===== src/rtl/digit_bank_arbiter.sv =====
// Two-requester arbiter that services increment/decrement-mod-10 operations on a shared BCD digit memory.
// Define DIGIT_ARB_ROUND_ROBIN_EN for round-robin tie-breaking; otherwise requester 0 wins ties.
module digit_bank_arbiter #(
  parameter int DIGITS = 10
) (
  input  logic                  clk,
  input  logic                  reset,
  input  logic                  req0,
  input  logic                  req1,
  input  logic                  op0,
  input  logic                  op1,
  input  logic [3:0]            addr0,
  input  logic [3:0]            addr1,
  input  logic [4*DIGITS-1:0]   mem,
  output logic                  we,
  output logic [4*DIGITS-1:0]   mem_in,
  output logic                  gnt0,
  output logic                  gnt1,
  output logic                  done0,
  output logic                  done1,
  output logic                  err,
  output logic                  busy,
  output logic [1:0]            state_dbg
);

  typedef enum logic [1:0] {
    S_IDLE  = 2'd0,
    S_WRITE = 2'd1,
    S_DONE  = 2'd2
  } state_t;

  localparam logic [4:0] DIGITS_W = 5'(DIGITS);

  state_t     state_q, state_d;
  logic       win_q, win_d;
  logic       op_q, op_d;
  logic [3:0] addr_q, addr_d;
  logic       pick;
  logic       addr_ok;

`ifdef DIGIT_ARB_ROUND_ROBIN_EN
  // prio_q names the requester that wins the next tie; it flips away from each winner.
  logic prio_q, prio_d;
  always_comb pick = (req0 & req1) ? prio_q : req1;
`else
  always_comb pick = ~req0;
`endif

  assign addr_ok = ({1'b0, addr_q} < DIGITS_W);

  function automatic logic [3:0] next_digit(input logic [3:0] d, input logic dec);
    logic [3:0] r;
    if (!dec) begin
      r = (d >= 4'd9) ? 4'd0 : d + 4'd1;
    end else begin
      // Codes 10..15 behave as 10, so they decrement to 9 just like 0 wraps to 9.
      r = (d == 4'd0 || d >= 4'd10) ? 4'd9 : d - 4'd1;
    end
    return r;
  endfunction

  always_comb begin
    state_d = state_q;
    win_d   = win_q;
    op_d    = op_q;
    addr_d  = addr_q;
`ifdef DIGIT_ARB_ROUND_ROBIN_EN
    prio_d  = prio_q;
`endif
    case (state_q)
      S_IDLE: begin
        if (req0 | req1) begin
          win_d   = pick;
          op_d    = pick ? op1 : op0;
          addr_d  = pick ? addr1 : addr0;
          state_d = S_WRITE;
`ifdef DIGIT_ARB_ROUND_ROBIN_EN
          prio_d  = ~pick;
`endif
        end
      end
      S_WRITE: state_d = S_DONE;
      S_DONE:  state_d = S_IDLE;
      default: state_d = S_IDLE;
    endcase
  end

  always_ff @(posedge clk or posedge reset) begin
    if (reset) begin
      state_q <= S_IDLE;
      win_q   <= 1'b0;
      op_q    <= 1'b0;
      addr_q  <= 4'd0;
`ifdef DIGIT_ARB_ROUND_ROBIN_EN
      prio_q  <= 1'b0;
`endif
    end else begin
      state_q <= state_d;
      win_q   <= win_d;
      op_q    <= op_d;
      addr_q  <= addr_d;
`ifdef DIGIT_ARB_ROUND_ROBIN_EN
      prio_q  <= prio_d;
`endif
    end
  end

  always_comb begin
    mem_in = mem;
    if (state_q == S_WRITE && addr_ok) begin
      for (int k = 0; k < DIGITS; k++) begin
        if (addr_q == 4'(k)) mem_in[4*k +: 4] = next_digit(mem[4*k +: 4], op_q);
      end
    end
  end

  assign we        = (state_q == S_WRITE) & addr_ok;
  assign gnt0      = (state_q == S_WRITE) & ~win_q;
  assign gnt1      = (state_q == S_WRITE) &  win_q;
  assign done0     = (state_q == S_DONE)  & ~win_q;
  assign done1     = (state_q == S_DONE)  &  win_q;
  assign err       = (state_q == S_DONE)  & ~addr_ok;
  assign busy      = (state_q != S_IDLE);
  assign state_dbg = state_q;

endmodule


===== config.mk =====
export PLATFORM = sky130hd
export DESIGN_NAME = digit_bank_arbiter
export DESIGN_NICKNAME = d
export VERILOG_FILES = /design/src/rtl/digit_bank_arbiter.sv
export SDC_FILE = /design/constraint.sdc
export NUM_CORES = 1
export LEC_CHECK = 0
export CAP_MARGIN = 5
export CORE_AREA = 2 2 83 85
export CTS_CLUSTER_DIAMETER = 120
export DETAILED_ROUTE_END_ITERATION = 7
export DIE_AREA = 0 0 85 87
export GPL_TIMING_DRIVEN = 0
export PLACE_DENSITY_LB_ADDON = 0.08
export REMOVE_ABC_BUFFERS = 1
export SETUP_SLACK_MARGIN = 0.4
export SYNTH_ARGS = -nofsm -noshare
export SYNTH_HDL_FRONTEND = slang
export SYNTH_SLANG_ARGS = --single-unit

===== constraint.sdc =====
create_clock -name clk -period 4.3 [get_ports clk]
set_clock_uncertainty 0.15 [all_clocks]
set_input_delay 1.29 -clock clk [delete_from_list [all_inputs] [get_ports clk]]
set_output_delay 1.29 -clock clk [all_outputs]
set_load 0.1 [all_outputs]

==> impl_results.md <==
* Most common cell in the synthesized netlist: sky130_fd_sc_hd__a21oi_1
* Placed Cells at 567
* Average wire length per cell after detail routing at 28.0 um
* Run status: finished, violations left
* Post-synthesis average cell area at 7.23 um2
* Hold Violations, Final at 0
* Total of buffers placed on input and output ports at 102
* CP startpoint: mem[13]
* Data required, critical path at 2.86 ns
* Initial Utilization at 45.0%
* Max-Cap Viols at 0
* Max-slew violation total from the final report at 0
* First DRT Iteration DRCs at 571
* Source of the worst register-to-register timing path: state_dbg[1]
* DIE HEIGHT at 87 um
* Placer Congestion at 0.838
* Total power per unit cell area at 374 nW/um2
* Width of the chip at 85 um
* Slew headroom at 32.6%
* Clock transition time at the flip-flop clock pins of the worst setup and hold paths at 0.04 ns
* Standard-cell rows at 30
* Final period utilization at 105%
* Post-synthesis xor/xnor area fraction at 0%
* Hold-fix buffer count after cts at 0
* Placement-stage cell area at 3990 um2
* Total power after layout at 2.35 mW
* Reg-to-reg critical path endpoint: addr_q[2]
* Post-route cell area at 6270 um2
* Number of cell instances on the worst register-to-register path at 4
* Worst path arrival time at 3.05 ns
* Critical path launch point type: input pin
* Std-Cell Core Area at 6570 um2
* Util after Layout at 95.4%
* Max Freq at 0.223 GHz
* Hold-critical path endpoint: win_q
* Share of flip-flops with an asynchronous set or reset after synthesis at 100%
* Synth-to-layout area growth at 112%
* Peak fanout along the critical path at 4
* Worst hold path depth at 2
* Multiplexer share of the synthesized area at 3.09%
* Peak ir drop on the vdd network at 0.855 mV
* Main synth FF type: sky130_fd_sc_hd__dfrtp_1
* Number of synthesized flops with an enable pin at 0
* Top cells by instance count after synthesis: 49 x sky130_fd_sc_hd__a21oi_1, 40 x sky130_fd_sc_hd__ha_1, 34 x sky130_fd_sc_hd__inv_1, 25 x sky130_fd_sc_hd__nor2_1, 21 x sky130_fd_sc_hd__a211oi_1
* Area share of the leading cell type in the synthesized netlist at 16.9%
* Area of the mapped netlist at 2960 um2
* Post-synthesis cell count at 409
* Final worst slack at -0.194 ns
* Number of diodes added for antenna fixing at 0
* Type of the setup path with the least slack: in2out
* Number of vias in the routed layout at 4,880
* Area fraction in compound gates after synthesis at 40.1%
* Number of nets in the final layout at 673
* Worst hold-check slack at 0.514 ns
* Worst setup EP type: output port
* Clk root buf: sky130_fd_sc_hd__clkbuf_8
* Basic-gate share of the synthesized area counting and, or, nand and nor cells at 25.0%
* Least-Margin Pin Slew at 1.01 ns
* Adder-cell share of the synthesized area at 16.9%
* Number of fill cells in the layout at 159
* Detailed-route wire length at 18,400 um
* Number of optimization iterations in the first detailed-route pass at 7
* Residual DRC at 0
* Share of the yosys chip area belonging to registers at 6.77%
* Maximum count of clock buffers along a single path at 2
* H-Tree Level Count at 1
* Yosys warning count at 0
* RSZ-0062 raised after global routing: yes
* Internal reg-to-reg setup slack at 2.40 ns
* CTS Sinks at 8
* Number of unique standard cell types used by synthesis at 61
* Worst min path class: reg2reg
* Main combinational cell family by area after synthesis: compound AO/OA/AOI/OAI gates
* Number of I/O pins at 103
* Hold wc startpoint: win_q
* Dpl hpwl at 6290 um
* Violations in the final reports: setup timing
* Antenna Nets Post-Route at 0
* Pin count of the biggest net entering global routing at 40
* Final setup vio count at 24
* Global-route wire length before repair at 20,200 um
* Proportion of layout cells with a drive suffix above 1 at 56.4%
* Final instance count without filler cells at 658
* Static leakage at 2.46 nW
* Via density per instance at 7.42
* Insertion delay of the later-clocked pin in the worst-skew pair at 0.24 ns
* Total Die Area at 7400 um2
* Top cells by area, synth: sky130_fd_sc_hd__ha_1 17%, sky130_fd_sc_hd__a21oi_1 8.3%, sky130_fd_sc_hd__dfrtp_1 6.8%, sky130_fd_sc_hd__a211oi_1 5.3%, sky130_fd_sc_hd__inv_1 4.3%
* Number of antenna violations at the first check in global routing at 0
* CTS tree: done
* Total clock buffers created by CTS at 3
* Post-synth top area cell: sky130_fd_sc_hd__ha_1
* Final global-route overflow total at 0
* FF+latch count, synth at 8
* Shortest clock period the worst path allows after layout at 4.49 ns
* Tot GR Track Use at 33.0%
* Via count of the first global-routing pass at 4,076
==> cell type report <==
| type | instances | area, um2 | share of cell area (%) |
|---|---|---|---|
| flip-flops and latches | 8 | 201 | 3.21 |
| clock buffers | 4 | 45.0 | 0.718 |
| well taps | 80 | 100 | 1.60 |
| repair buffers | 190 | 2120 | 33.8 |
| multi-input cells | 341 | 3490 | 55.7 |
| inverters | 35 | 309 | 4.93 |
==> report_power, final <==
group / total [mW] / internal (mW) / switching [mW]
registers: 0.238 / 0.113 / 0.125
logic: 2.01 / 0.658 / 1.35
clock network: 0.0999 / 0.0647 / 0.0352
total: 2.35 / 0.836 / 1.51
==> layer usage <==
layer	up-vias	GRT usage (%)	wire (um)	share of wire, %
met1	2299	40.4	6350	35
met3	165	4.08	1760	9.6
met2	473	58.9	8770	48
met5	-	0	0	0
met4	0	12.1	1510	8.2
li1	1943	-	-	-
==> how the worst max path moves through the flow <==
stage,end,slack [ns],cells past startpoint
after detailed placement,mem_in[14],-1.75,8
after global routing,mem_in[27],-0.21,6
after floorplan,mem_in[2],-1.82,6
after CTS,mem_in[2],-0.09,8
final,mem_in[14],-0.19,8
after global placement,mem_in[14],-1.84,8
==> layout by cell type (no fill, tap or decap), types with 14 or more instances in the layout <==
| master | count |
|---|---|
| sky130_fd_sc_hd__buf_4 | 64 |
| sky130_fd_sc_hd__nor2_1 | 23 |
| sky130_fd_sc_hd__a21oi_2 | 14 |
| sky130_fd_sc_hd__a211oi_1 | 15 |
| sky130_fd_sc_hd__clkdlybuf4s50_1 | 22 |
| sky130_fd_sc_hd__buf_12 | 37 |
| sky130_fd_sc_hd__ha_4 | 24 |
| sky130_fd_sc_hd__buf_6 | 38 |
| sky130_fd_sc_hd__a21oi_1 | 22 |
==> critical path, cell delays in order <==
cell and delay [ns]:
sky130_fd_sc_hd__buf_12 0.11, sky130_fd_sc_hd__clkinv_8 0.06, sky130_fd_sc_hd__ha_2 0.18, sky130_fd_sc_hd__or3b_4 0.43, sky130_fd_sc_hd__a21oi_4 0.18, sky130_fd_sc_hd__a32oi_1 0.09, sky130_fd_sc_hd__o311ai_2 0.42, sky130_fd_sc_hd__buf_6 0.29
==> through the flow <==
stage	setup TNS, ns	worst slack [ns]
CTS	-0.233	-0.0864
detailed placement	-59.64	-1.75
floorplan	-38.90	-1.82
global route	-2.27	-0.209
finish	-1.67	-0.194
global placement	-59.84	-1.84
==> registers in the layout, summed over array words and instances (netlist names) <==
| register | flops |
|---|---|
| op_q | 1 |
| addr_q | 4 |
| state_dbg | 2 |
| win_q | 1 |
==> timing repair <==
action                     CTS  global route
setup endpoints to repair   40            40
buffers inserted            67            20
gates resized for setup    768           105
hold endpoints to repair     0             0
pin swaps                   87            58
==> cell families (layout without fill, tap and decap cells) <==
| logic type | after synthesis | count (layout) |
|---|---|---|
| and+or+nand+nor | 124 | 124 |
| muxes | 9 | 9 |
| adders and majority gates | 40 | 40 |
| DFF | 8 | 8 |
| AOI/OAI and AO/OA | 168 | 168 |
| buffers and inverters | 60 | 229 |
Power figures use the tool's default switching activity.
